**config.mk**
```make
export PLATFORM = sky130hd
export DESIGN_NAME = fetch_queue
export DESIGN_NICKNAME = d
export VERILOG_FILES = /design/src/rtl/fetch_pkg.sv /design/src/rtl/fetch_queue.sv
export SDC_FILE = /design/constraint.sdc
export NUM_CORES = 1
export LEC_CHECK = 0
export ABC_CLOCK_PERIOD_IN_PS = 9850
export CAP_MARGIN = 20
export CORE_MARGIN = 4
export CORE_UTILIZATION = 53
export CTS_CLUSTER_SIZE = 10
export DETAILED_ROUTE_END_ITERATION = 10
export PLACE_DENSITY = 0.83
export SYNTH_ARGS = -nofsm -noshare
export SYNTH_HDL_FRONTEND = slang
export SYNTH_SLANG_ARGS = --single-unit
```
**constraint.sdc**
```tcl
create_clock -name clk -period 9.85 [get_ports clk]
set_input_delay 1.4775 -clock clk [delete_from_list [all_inputs] [get_ports clk]]
set_output_delay 1.4775 -clock clk [all_outputs]
set_load 0.005 [all_outputs]
```
**src/rtl/fetch_pkg.sv**
```systemverilog
// Shared types and constants for the fetch-to-decode queue.
package fetch_pkg;

  localparam int unsigned XLEN = 32;
  localparam int unsigned FQ_DEFAULT_DEPTH = 4;

  // One buffered fetch result: address, instruction word, and alignment flag.
  typedef struct packed {
    logic [XLEN-1:0] pc;
    logic [XLEN-1:0] instr;
    logic            misalign;
  } fetch_entry_t;

endpackage

```
**src/rtl/fetch_queue.sv**
```systemverilog
// fetch_queue: in-order buffer of {pc, instr, misalign} between fetch and decode.
//   clk, rst_n            : clock, synchronous active-low reset
//   in_valid/in_pc/in_instr, in_ready, stll : fetch-side handshake and PC stall
//   flush                 : redirect, empties the queue
//   out_valid/out_pc/out_instr/out_misalign, out_ready : decode-side handshake
//   count                 : number of occupied entries
// Optional macro FETCH_QUEUE_BYPASS_EN: zero-latency pass-through when empty.
module fetch_queue
  import fetch_pkg::*;
#(
  parameter int unsigned DEPTH = FQ_DEFAULT_DEPTH
) (
  input  logic                     clk,
  input  logic                     rst_n,
  input  logic                     in_valid,
  input  logic [XLEN-1:0]          in_pc,
  input  logic [XLEN-1:0]          in_instr,
  output logic                     in_ready,
  output logic                     stll,
  input  logic                     flush,
  output logic                     out_valid,
  output logic [XLEN-1:0]          out_pc,
  output logic [XLEN-1:0]          out_instr,
  output logic                     out_misalign,
  input  logic                     out_ready,
  output logic [$clog2(DEPTH):0]   count
);

  localparam int unsigned AW = $clog2(DEPTH);
  localparam int unsigned PW = AW + 1;

  logic [PW-1:0] rd_ptr;
  logic [PW-1:0] wr_ptr;
  fetch_entry_t  mem [DEPTH];

  logic          empty_c;
  logic          full_c;
  logic          push_c;
  logic          pop_c;
  fetch_entry_t  in_entry_c;
  fetch_entry_t  head_c;

  // Extra pointer MSB separates full from empty when index bits match.
  assign empty_c = (rd_ptr == wr_ptr);
  assign full_c  = (rd_ptr[AW-1:0] == wr_ptr[AW-1:0]) && (rd_ptr[AW] != wr_ptr[AW]);

  assign in_entry_c = '{pc: in_pc, instr: in_instr, misalign: (in_pc[1:0] != 2'b00)};
  assign head_c     = mem[rd_ptr[AW-1:0]];

  assign in_ready = !full_c;
  assign stll     = full_c;
  assign count    = wr_ptr - rd_ptr;

`ifdef FETCH_QUEUE_BYPASS_EN
  logic bypass_c;

  // Empty queue forwards the incoming pair; a consumed bypass is never stored.
  assign bypass_c     = empty_c && in_valid && !flush;
  assign out_valid    = !empty_c || bypass_c;
  assign out_pc       = bypass_c ? in_entry_c.pc       : head_c.pc;
  assign out_instr    = bypass_c ? in_entry_c.instr    : head_c.instr;
  assign out_misalign = bypass_c ? in_entry_c.misalign : head_c.misalign;
  assign push_c       = in_valid && !full_c && !flush && !(bypass_c && out_ready);
  assign pop_c        = !empty_c && out_ready && !flush;
`else
  assign out_valid    = !empty_c;
  assign out_pc       = head_c.pc;
  assign out_instr    = head_c.instr;
  assign out_misalign = head_c.misalign;
  assign push_c       = in_valid && !full_c && !flush;
  assign pop_c        = !empty_c && out_ready && !flush;
`endif

  // Pointer update; flush wins over push and pop.
  always_ff @(posedge clk) begin
    if (!rst_n) begin
      rd_ptr <= '0;
      wr_ptr <= '0;
    end else if (flush) begin
      rd_ptr <= '0;
      wr_ptr <= '0;
    end else begin
      if (push_c) wr_ptr <= wr_ptr + PW'(1);
      if (pop_c)  rd_ptr <= rd_ptr + PW'(1);
    end
  end

  // Storage is left uninitialised; stale contents are never observed as valid.
  always_ff @(posedge clk) begin
    if (push_c) mem[wr_ptr[AW-1:0]] <= in_entry_c;
  end

endmodule

```
==> impl_metrics.yaml <==
run_status:
  status: "completed"
synth:
  synth_cell_types: 30
  synth_seq_cells: 268
  synth.top_cell.area_share_pct: 78.3
  synth_fp_nets: 477
  syn_area_per_cell_um2: 24.9
  syn-instance-count: 400
  synth.cell_area_mm2: 0.00998
  seq_area_frac_synth_pct: 79.9
  synth_top_area_cell: "edfxtp_1"
  synthTopCellsByArea: "edfxtp_1 78%, mux4_2 15%, dfxtp_1 1.6%, ha_1 0.88%, buf_6 0.56%"
  yosysWarnings: 0
cells_and_area:
  areaGrowthSynthToFinish_pct: 25.4
  antennaDiodeCount: 0
  nets: 642
  mostFrequentLayoutCells: "260 x edfxtp_1, 139 x clkdlybuf4s50_1, 65 x mux4_2, 31 x clkbuf_16, 25 x clkbuf_1"
  stdcell_count: 818
  layout_commonest_cell: "edfxtp_1"
  nFillCells: 1117
  layout-drive-gt1-share_pct: 20.0
worst_setup_path:
  cp_cell_sequence: "buf_4 > mux4_2 > clkdlybuf4s50_1"
  rrSetupSlack_ps: 7320
  crit_end: "out_pc[0]"
  arrival_ps: 3100
  cp_num_buf_inv: 2
  critPathLaunchType: "register"
  cp_slowest_cell: "dfxtp_4"
  r2r_start: "wr_ptr[0]"
  worstPathRequired_ps: 8370
  critical_path_class: "reg -> out"
  worstPathMaxFanout: 34
  r2r_cells: 6
  critPathMaxStageDelay_ps: 780
  critPathTopFamily: "buffers and inverters"
  cp_num_cells: 3
  cp-end-kind: "output pin"
  rr_endpoint: "mem[2][48]"
global_routing:
  antenna_found_initial: 0
  track_usage_pct: 17.9
  grt_max_degree: 66
  grt-ovfl-total: 0
  grt_first_pass_wirelength_um: 29400
  grt_pass1_vias: 5064
clock_network:
  cts_tree: "yes"
  post_cts_buffers: 0
  cts-hold-fix-buffers: 0
  numCtsBuffers: 30
  clk_latency_ps: 520
  cts_sinks: 268
  cts_resized: 0
  cts_max_level: 1
  clkSlewWorstSetupHoldPaths_ps: 50
  cts_max_path_buffers: 3
  root_buffer: "clkbuf_16"
place:
  dp.cells: 762
  place_congestion: 0.754
  numPortBuffers: 139
  dpl.hpwl_um: 11300
route:
  via_per_inst: 5.63
  routed_wl_um: 18800
  vias: 4604
  ant_nets: 0
  drcViolationCount: 0
  first_iter_violations: 377
  wl_per_cell_um: 23.0
  dr.pass1.iters: 4
floorplanning:
  ios: 140
  die_x_um: 145
  core_area_mm2: 0.0182
  dieArea_mm2: 0.0211
  row_count: 49
  die_h_um: 145
  initial_core_util_pct: 54.8
power:
  p_per_area_mw_per_mm2: 189
  power_frac_clock_pct: 41.1
  p_int_mw: 1.93
  switchingPower_uw: 443
  p_leak_nw: 3.94
  sequentialPowerShare_pct: 53.9
  vdd_drop_max_uv: 148
  netSwitchingFraction_pct: 18.7
  combPwrFrac_pct: 5.0
timing:
  setup_viol: 0
  worstMarginPinSlew_ps: 984
  fin_skew_ps: 13.2
  hold_viol: 0
  fmax_mhz: 218
  whs_ps: 529
  min_period_ps: 4580
  fin_crit_sh_pct: 46.5
  fin_setup_tns_ps: 0
  maxSlewHeadroom_pct: 34.4
  grt_setup_unrepaired: "no"
  report.final.slew_viol_count: 0
min_path:
  hold_path_class: "reg -> reg"
  hp-start: "rd_ptr[0]"
run:
  max_cap_viol_count: 0
power groups by stage:
stage               Sequential, mW  Clock (mW)  Combinational [mW]
floorplan                     1.30           0              0.0407
global placement              1.30           0               0.115
detailed placement            1.30           0               0.119
CTS                           1.28       0.997               0.120
global route                  1.28        1.05               0.126
finish                        1.28       0.973               0.118
worst min-delay path by stage:
| stage | to | cells after the start |
|---|---|---|
| 2_1_floorplan | wr_ptr[0] | 2 |
| 3_3_place_gp | wr_ptr[0] | 2 |
| 3_5_place_dp | register | 2 |
| 4_1_cts | register | 2 |
| 5_1_grt | wr_ptr[1] | 2 |
| 6_report | register | 2 |
layer usage:
| layer | GRT usage (%) | vias up | part of all wire [%] |
|---|---|---|---|
| met3 | 4.37 | 26 | 6.8 |
| met5 | 0 | - | 0 |
| li1 | - | 2029 | - |
| met2 | 30.4 | 167 | 51 |
| met1 | 24.1 | 2382 | 41 |
| met4 | 3.47 | 0 | 1.3 |
state kept, by name, summed over array words and instances, names as in the netlist, named ones only:
| name | count |
|---|---|
| mem | 260 |
| wr_ptr | 3 |
| rd_ptr | 3 |
kinds of logic (layout without fill, tap and decap cells):
family / after synthesis / count (layout) / synth area share [%]
flops: 268 / 268 / 79.9
mux: 70 / 70 / 15.2
buf+inv: 24 / 213 / 1.40
simple gates: 21 / 21 / 1.24
fa+ha+maj: 8 / 8 / 1.08
compound gates: 7 / 7 / 0.878
xor+xnor: 2 / 2 / 0.364
Yosys cell counts, drive strengths merged:
master,n
or2,1
xnor2,2
nor2b,1
a31oi,1
and4,1
clkbuf,2
nand3,1
nor4,1
a211o,2
a211oi,1
nand2b,2
mux4,65
o311ai,1
ha,7
dfxtp,8
nand2,8
nor2,1
and2b,1
edfxtp,260
fa,1
nor3b,4
inv,9
o21ai,1
mux2i,5
o2111ai,1
buf,13
worst register-to-register path, delay by kind of cell, from the launching register on:
family,cells,cell delay (ps)
AOI/OAI and AO/OA,1,140
DFF,1,380
buffers and inverters,2,710
adders and majority gates,1,380
and+or+nand+nor,2,480
per-stage QoR:
stage          util, %  area [um^2]  total power, mW  setup WS [ps]
5_1_grt           68.7        12500             2.46           4980
6_report          68.7        12500             2.37           5270
3_5_place_dp      63.9        11600             1.42           5710
3_3_place_gp      63.9        11600             1.41           5700
2_1_floorplan        -         9980             1.34           2930
4_1_cts           68.7        12500             2.40           5140
layout make-up:
type	instances	area (um^2)	area share, %
flip-flops and latches	268	7980	63.7
multi-input cells	108	1890	15.1
repair buffers	148	1460	11.7
clock buffers	56	870	6.95
well taps	229	287	2.29
inverters	9	33.8	0.270
No activity file was read; power rests on OpenSTA's default activity.
